## config.mk

```make
export PLATFORM = sky130hd
export DESIGN_NAME = alu_muldiv_seq
export DESIGN_NICKNAME = d
export VERILOG_FILES = /design/src/rtl/alu_muldiv_seq.sv
export SDC_FILE = /design/constraint.sdc
export NUM_CORES = 1
export LEC_CHECK = 0
export ABC_AREA = 1
export BUFFER_PORTS_ARGS = -buffer_cell sky130_fd_sc_hd__buf_2
export CAP_MARGIN = 25
export CELL_PAD_IN_SITES_DETAIL_PLACEMENT = 0
export CELL_PAD_IN_SITES_GLOBAL_PLACEMENT = 1
export CORE_ASPECT_RATIO = 1.2
export CORE_MARGIN = 10
export CORE_UTILIZATION = 36
export CTS_CLUSTER_DIAMETER = 100
export CTS_CLUSTER_SIZE = 30
export DETAILED_ROUTE_END_ITERATION = 10
export GPL_ROUTABILITY_DRIVEN = 0
export PLACE_DENSITY_LB_ADDON = 0.1
export SLEW_MARGIN = 20
export SYNTH_ARGS = -nofsm -noshare
export SYNTH_HDL_FRONTEND = slang
export SYNTH_SLANG_ARGS = --single-unit
```

## constraint.sdc

```tcl
create_clock -name clk -period 1.95 [get_ports clk]
set_clock_uncertainty 0.15 [all_clocks]
set_input_delay 0.2925 -clock clk [delete_from_list [all_inputs] [get_ports clk]]
set_output_delay 0.2925 -clock clk [all_outputs]
set_load 0.01 [all_outputs]
```

## src/rtl/alu_muldiv_seq.sv

```systemverilog
// alu_muldiv_seq
// Multi-cycle sequencer for RV32M MUL/DIV/DIVU/REM/REMU. It borrows the
// shared 32-bit ALU: shift-add for multiply, restoring compare/subtract
// for divide. The pipeline stalls while busy is high.
//
// Ports
//   clk       rising-edge clock
//   rst_n     asynchronous active-low reset
//   start     launch request, sampled only in IDLE
//   funct3    000 MUL, 100 DIV, 101 DIVU, 110 REM, 111 REMU (001..011 unsupported)
//   rs1, rs2  operands, captured on the accepting edge
//   alu_out   result from the shared combinational ALU
//   alu_a     ALU operand A (valid while alu_req)
//   alu_b     ALU operand B (valid while alu_req)
//   alu_ctrl  ALU opcode: ADD=0000, SUB=0001, SLTU=1001
//   alu_req   block owns the ALU this cycle
//   busy      operation in flight
//   done      one-cycle pulse, result valid
//   result    result, held until the next accepted start
//   err       unsupported funct3, valid with done
module alu_muldiv_seq (
    input  logic        clk,
    input  logic        rst_n,
    input  logic        start,
    input  logic [2:0]  funct3,
    input  logic [31:0] rs1,
    input  logic [31:0] rs2,
    input  logic [31:0] alu_out,
    output logic [31:0] alu_a,
    output logic [31:0] alu_b,
    output logic [3:0]  alu_ctrl,
    output logic        alu_req,
    output logic        busy,
    output logic        done,
    output logic [31:0] result,
    output logic        err
);

    localparam logic [3:0] CTRL_ADD  = 4'b0000;
    localparam logic [3:0] CTRL_SUB  = 4'b0001;
    localparam logic [3:0] CTRL_SLTU = 4'b1001;

    typedef enum logic [2:0] {
        IDLE, NEG_A, NEG_B, MUL_STEP, DIV_CMP, DIV_SUB, FIX_SIGN, FIN
    } state_t;

    state_t      state, state_next;
    logic [31:0] opa;       // multiplicand, or dividend that becomes the quotient Q
    logic [31:0] opb;       // multiplier, or divisor D
    logic [31:0] racc;      // multiply accumulator, or partial remainder R
    logic [5:0]  cnt;
    logic [2:0]  op;
    logic        neg_q;
    logic        neg_r;
    logic        sub_flag;

    // Decode of the incoming request; only meaningful in IDLE.
    logic unsup_in, div0_in, ovf_in, special_in;
    assign unsup_in   = ~funct3[2] & (funct3[1:0] != 2'b00);
    assign div0_in    = funct3[2] & (rs2 == 32'd0);
    assign ovf_in     = funct3[2] & ~funct3[0] & (rs1 == 32'h8000_0000) & (rs2 == 32'hFFFF_FFFF);
    assign special_in = unsup_in | div0_in | ovf_in;

    // Working values derived from the registered operation.
    logic        op_signed;
    logic        mul_bit;
    logic [31:0] r_shift;
    logic [31:0] fix_x;
    logic        fix_neg;
    assign op_signed = ~op[0];
    assign mul_bit   = opb[cnt[4:0]];
    assign r_shift   = {racc[30:0], opa[31]};
    assign fix_x     = op[1] ? racc : opa;
    assign fix_neg   = op[1] ? neg_r : neg_q;

    assign busy = (state != IDLE);
    assign done = (state == FIN);

    // Next state and ALU drive; ALU ownership depends on state alone.
    always_comb begin
        state_next = state;
        alu_a      = 32'd0;
        alu_b      = 32'd0;
        alu_ctrl   = CTRL_ADD;
        alu_req    = 1'b0;
        case (state)
            IDLE: begin
                if (start) begin
                    if (special_in)
                        state_next = FIN;
                    else if (funct3 == 3'b000)
                        state_next = MUL_STEP;
                    else
                        state_next = NEG_A;
                end
            end
            NEG_A: begin
                alu_req = 1'b1;
                if (op_signed && opa[31]) begin
                    alu_ctrl = CTRL_SUB;
                    alu_b    = opa;
                end else begin
                    alu_a = opa;
                end
                state_next = NEG_B;
            end
            NEG_B: begin
                alu_req = 1'b1;
                if (op_signed && opb[31]) begin
                    alu_ctrl = CTRL_SUB;
                    alu_b    = opb;
                end else begin
                    alu_a = opb;
                end
                state_next = DIV_CMP;
            end
            MUL_STEP: begin
                alu_req = 1'b1;
                alu_a   = racc;
                alu_b   = mul_bit ? (opa << cnt[4:0]) : 32'd0;
                if (cnt == 6'd31)
                    state_next = FIN;
            end
            DIV_CMP: begin
                alu_req    = 1'b1;
                alu_ctrl   = CTRL_SLTU;
                alu_a      = r_shift;
                alu_b      = opb;
                state_next = DIV_SUB;
            end
            DIV_SUB: begin
                alu_req    = 1'b1;
                alu_ctrl   = CTRL_SUB;
                alu_a      = racc;
                alu_b      = opb;
                state_next = (cnt == 6'd31) ? FIX_SIGN : DIV_CMP;
            end
            FIX_SIGN: begin
                alu_req = 1'b1;
                if (fix_neg) begin
                    alu_ctrl = CTRL_SUB;
                    alu_b    = fix_x;
                end else begin
                    alu_a = fix_x;
                end
                state_next = FIN;
            end
            FIN: state_next = IDLE;
            default: state_next = IDLE;
        endcase
    end

    // State register and datapath. The ovf bit shifted out of R in DIV_CMP
    // forces a subtract, since R then exceeds any 32-bit divisor.
    always_ff @(posedge clk or negedge rst_n) begin
        if (!rst_n) begin
            state    <= IDLE;
            opa      <= 32'd0;
            opb      <= 32'd0;
            racc     <= 32'd0;
            cnt      <= 6'd0;
            op       <= 3'd0;
            neg_q    <= 1'b0;
            neg_r    <= 1'b0;
            sub_flag <= 1'b0;
            result   <= 32'd0;
            err      <= 1'b0;
        end else begin
            state <= state_next;
            case (state)
                IDLE: begin
                    if (start) begin
                        opa   <= rs1;
                        opb   <= rs2;
                        racc  <= 32'd0;
                        cnt   <= 6'd0;
                        op    <= funct3;
                        neg_q <= ~funct3[0] & (rs1[31] ^ rs2[31]);
                        neg_r <= ~funct3[0] & rs1[31];
                        if (unsup_in) begin
                            result <= 32'd0;
                            err    <= 1'b1;
                        end else if (div0_in) begin
                            result <= funct3[1] ? rs1 : 32'hFFFF_FFFF;
                            err    <= 1'b0;
                        end else if (ovf_in) begin
                            result <= funct3[1] ? 32'd0 : 32'h8000_0000;
                            err    <= 1'b0;
                        end
                    end
                end
                NEG_A: begin
                    if (op_signed && opa[31])
                        opa <= alu_out;
                end
                NEG_B: begin
                    if (op_signed && opb[31])
                        opb <= alu_out;
                end
                MUL_STEP: begin
                    if (mul_bit)
                        racc <= alu_out;
                    cnt <= cnt + 6'd1;
                    if (cnt == 6'd31) begin
                        result <= mul_bit ? alu_out : racc;
                        err    <= 1'b0;
                    end
                end
                DIV_CMP: begin
                    racc     <= r_shift;
                    opa      <= {opa[30:0], 1'b0};
                    sub_flag <= racc[31] | ~alu_out[0];
                end
                DIV_SUB: begin
                    if (sub_flag) begin
                        racc   <= alu_out;
                        opa[0] <= 1'b1;
                    end
                    cnt <= cnt + 6'd1;
                end
                FIX_SIGN: begin
                    result <= alu_out;
                    err    <= 1'b0;
                end
                default: ;
            endcase
        end
    end

endmodule
```

==> metrics.log <==
[metrics] share of the synthesized netlist area taken by xor and xnor gates: 0.0007054
[metrics] post-detailed-route wirelength per cell: 22.47 microns
[metrics] count of yosys warnings during synthesis: 0
[metrics] Avg Cell Area, Syn: 6.211 sq um
[metrics] arrival time at the worst endpoint: 2.58 ns
[metrics] Port Buffers: 203
[metrics] largest net degree at the start of global routing: 59
[metrics] final-report setup violation count: 210
[metrics] Critical path origin: cnt[0]$_DFFE_PN0P_
[metrics] clock power share: 0.079
[metrics] Static Leak: 10.38 nW
[metrics] most used standard cell by instance count after synthesis: sky130_fd_sc_hd__nand2_1
[metrics] final antenna-violating net count: 0
[metrics] kind of end point of the critical path: output pin
[metrics] number of remaining DRC errors: 1
[metrics] Post-layout nets: 2711
[metrics] wire length of the first global-routing pass: 100900 microns
[metrics] design internal power: 21.94 mW
[metrics] combinational cell fraction of total power: 0.797
[metrics] count of standard-cell rows: 74
[metrics] fraction of power spent switching nets: 0.4992
[metrics] share of post-route cells with drive strength above 1: 0.4262
[metrics] post-synthesis to final-layout area growth: 71.90%
[metrics] proportion of synthesized chip area in sequential cells: 0.2882
[metrics] prevailing post-synth register cell: sky130_fd_sc_hd__dfrtp_1
[metrics] async set or reset register ratio after synthesis: 1.000
[metrics] RSZ-0062 raised after global routing: true
[metrics] crit path setup slack, layout: -1.074 ns
[metrics] number of buffers on the longest clock path: 2
[metrics] Antenna Cells: 0
[metrics] Setup Total Neg Slack: -117.35 ns
[metrics] fraction of the mapped netlist area in adder cells: 0.001008
[metrics] CP startpoint kind: flip-flop
[metrics] power density over the cells: 2053 nW/um^2
[metrics] post-synthesis share of cell area spent on and, or, nand and nor gates: 0.3101
[metrics] final hold vios: 0
[metrics] clock-pin slew of the registers on the worst-case setup and hold paths: 0.07 ns
[metrics] area of the core region: 34070 sq um
[metrics] share of Yosys cell area claimed by the top area cell type: 0.2882
[metrics] switching power total: 21.87 mW
[metrics] EDFF count, synth: 0
[metrics] Worst slew margin: 0.5659
[metrics] area of the die: 42350 sq um
[metrics] vias in the first global route: 16620
[metrics] placed instance count: 2920
[metrics] CTS buffer count: 17
[metrics] flip-flop and latch count after synthesis: 143
[metrics] share of cell area taken by muxes after synthesis: 0.004837
[metrics] global route total overflow: 0
[metrics] HPWL Detailed: 49400 microns
[metrics] compound-gate portion of the synthesized area: 0.2589
[metrics] insertion delay to the later sink of the worst-skew pair: 0.45 ns
[metrics] initial core utilization: 0.3644
[metrics] type of the worst min-delay path: in -> reg
[metrics] total number of vias: 17400
[metrics] main combinational cell family by area after synthesis: simple AND/OR/NAND/NOR gates
[metrics] final wirelength: 69150 microns
[metrics] Seq pwr share: 0.123
[metrics] Maximum Capacitance Violations: 0
[metrics] Die Height: 223.4 microns
[metrics] cell types with the highest counts after synthesis: sky130_fd_sc_hd__nand2_1 (595), sky130_fd_sc_hd__inv_1 (251), sky130_fd_sc_hd__o21ai_0 (186), sky130_fd_sc_hd__nor2_1 (161), sky130_fd_sc_hd__dfrtp_1 (143)
[metrics] TritonCTS clock tree: built
[metrics] result of the run: complete, but fails checks
[metrics] Yosys top cell by area: sky130_fd_sc_hd__dfrtp_1
[metrics] worst flop-to-flop path startpoint: state[0]$_DFFE_PN0P_
[metrics] violated checks: design-rule violations, negative setup slack
[metrics] number of distinct library cells after synthesis: 46
[metrics] cell at the root of the clock tree: sky130_fd_sc_hd__clkbuf_16
[metrics] horizontal die dimension: 189.5 microns
[metrics] clock tree sinks: 143
[metrics] synthesized area: 12420 sq um
[metrics] final count of pins violating max slew: 0
[metrics] vias per std cell: 5.655
[metrics] 1st-pass router iterations: 11
[metrics] shortest clock period the worst path allows after layout: 3.024 ns
[metrics] H-tree levels: 4
[metrics] ratio of final minimum period to clock period: 1.551
[metrics] power consumption: 43.81 mW
[metrics] critical-path maximum fanout: 8
[metrics] Worst Min Path Start: funct3[0]
[metrics] count of fill cells added during filler insertion: 3153
[metrics] number of antenna violations at the first check in global routing: 0
[metrics] combined global-route utilization of all metal layers: 0.3070
[metrics] highest ir drop seen on vdd: 1.320 mV
[metrics] Post-Synthesis Cells: 1999
[metrics] Finished Core Util: 0.6264
[metrics] number of top-level pins: 206
[metrics] number of cells in the finished layout apart from fillers: 3077
[metrics] violation count after the first detailed-routing iteration: 2119
[metrics] type of the worst setup path: reg -> out
[metrics] Fmax achieved: 0.3307 GHz
[metrics] required time at the endpoint of the critical path: 1.51 ns
[metrics] Worst Tran Pin Value: 0.6444 ns
[metrics] top cells by area in the synthesized netlist: sky130_fd_sc_hd__dfrtp_1 (29%), sky130_fd_sc_hd__nand2_1 (18%), sky130_fd_sc_hd__inv_1 (7.6%), sky130_fd_sc_hd__o21ai_0 (7.5%), sky130_fd_sc_hd__nand3_1 (5.4%)
==> state kept, by name, summed over array words and instances, names as in the netlist <==
signal,cells
sub_flag,1
neg_q,1
opa,32
result,32
racc,32
err,1
opb,32
state,3
cnt,6
neg_r,1
op,2
==> cells in the final DEF (no fill, tap or decap), types with 13 or more instances in the layout <==
cell,n
sky130_fd_sc_hd__nand2_1,520
sky130_fd_sc_hd__buf_4,389
sky130_fd_sc_hd__inv_1,245
sky130_fd_sc_hd__buf_2,177
sky130_fd_sc_hd__dfrtp_1,138
sky130_fd_sc_hd__o21ai_0,125
sky130_fd_sc_hd__nor2_1,118
sky130_fd_sc_hd__nand3_1,88
sky130_fd_sc_hd__buf_6,74
sky130_fd_sc_hd__nand2_2,57
sky130_fd_sc_hd__o22ai_1,53
sky130_fd_sc_hd__o211ai_1,53
sky130_fd_sc_hd__buf_12,51
sky130_fd_sc_hd__o21ai_1,49
sky130_fd_sc_hd__nand3_2,42
sky130_fd_sc_hd__nor2_4,35
sky130_fd_sc_hd__o21ai_2,32
sky130_fd_sc_hd__a21oi_1,32
sky130_fd_sc_hd__o221ai_1,28
sky130_fd_sc_hd__clkbuf_16,25
sky130_fd_sc_hd__nor2_2,20
sky130_fd_sc_hd__nand2_4,19
sky130_fd_sc_hd__a221oi_2,18
sky130_fd_sc_hd__a221oi_1,17
sky130_fd_sc_hd__inv_2,13
==> layout make-up <==
class                   instances  area [sq um]  area share
repair inverters                2         20.02   0.0009380
repair buffers                725          6409      0.3003
inverters                     271          1074     0.05030
flip-flops and latches        143          3585      0.1680
multi-input cells            1448          9089      0.4258
clock inverters                13         163.9    0.007680
well taps                     456         570.5     0.02673
clock buffers                  19         432.9     0.02028
==> power groups by stage <==
| stage | logic, mW | registers (mW) | clock network, mW |
|---|---|---|---|
| final | 34.9 | 5.40 | 3.47 |
| after global routing | 37.0 | 5.54 | 3.61 |
| after CTS | 30.8 | 5.31 | 3.51 |
| after detailed placement | 26.3 | 5.32 | 0 |
| after global placement | 26.1 | 5.30 | 0 |
| after floorplan | 14.3 | 5.25 | 0 |
==> critical path: stages, from the launching register on <==
cell                       delay, ns
sky130_fd_sc_hd__dfrtp_2        0.47
sky130_fd_sc_hd__buf_12         0.17
sky130_fd_sc_hd__buf_12         0.14
sky130_fd_sc_hd__nand2_4        0.06
sky130_fd_sc_hd__o21ai_4        0.06
sky130_fd_sc_hd__mux2i_1        0.23
sky130_fd_sc_hd__nand2_1        0.11
sky130_fd_sc_hd__o21ai_2        0.11
sky130_fd_sc_hd__nor2_2         0.06
sky130_fd_sc_hd__buf_4          0.13
sky130_fd_sc_hd__o211ai_1       0.35
sky130_fd_sc_hd__nand2_1        0.08
sky130_fd_sc_hd__buf_2          0.16
==> logic make-up after synthesis <==
kind of cell,Yosys count
AND/OR/NAND/NOR,937
AO/OA/AOI/OAI,501
buffers and inverters,409
flip-flops,143
multiplexers,6
adder cells (fa/ha/maj),1
other,1
XOR/XNOR,1
==> repair_timing <==
item	4_1_cts	5_1_grt
hold buffers	4	0
endpoints found under the setup margin	206	210
hold endpoints to repair	146	0
setup buffers	66	48
pin swaps	65	63
gates cloned	17	10
resized for setup	298	265
==> through the flow <==
stage / area [sq um] / setup slack, ns / hold WS, ns
after floorplan: 12710 / -0.1396 / -0.1531
after global placement: 17000 / -0.6668 / 0.04486
after detailed placement: 17000 / -0.6677 / 0.03988
after CTS: 19840 / -1.040 / 0.01550
after global routing: 21340 / -1.102 / 0.05624
final: 21340 / -1.074 / 0.02744
==> metal layers <==
metal	GRT usage	up-vias	share of wire
met5	0	-	0
li1	-	7923	-
met1	0.4218	8219	0.41
met2	0.4747	1080	0.45
met3	0.04947	179	0.096
met4	0.1092	0	0.040
==> final timing paths <==
kind / to / slack (ns) / cells after the start
min in group asynchronous: opa[6]$_DFFE_PN0P_ / 0.15 / 2
max reg2reg: opa[2]$_DFFE_PN0P_ / -0.63 / 15
max: alu_b[22] / -1.07 / 12
max in group asynchronous: op[1]$_DFFE_PN0P_ / 0.80 / 3
min: op[0]$_DFFE_PN0P_ / 0.03 / 3
min reg2reg: err$_DFFE_PN0P_ / 0.34 / 2
No activity file was read; power rests on OpenSTA's default activity.
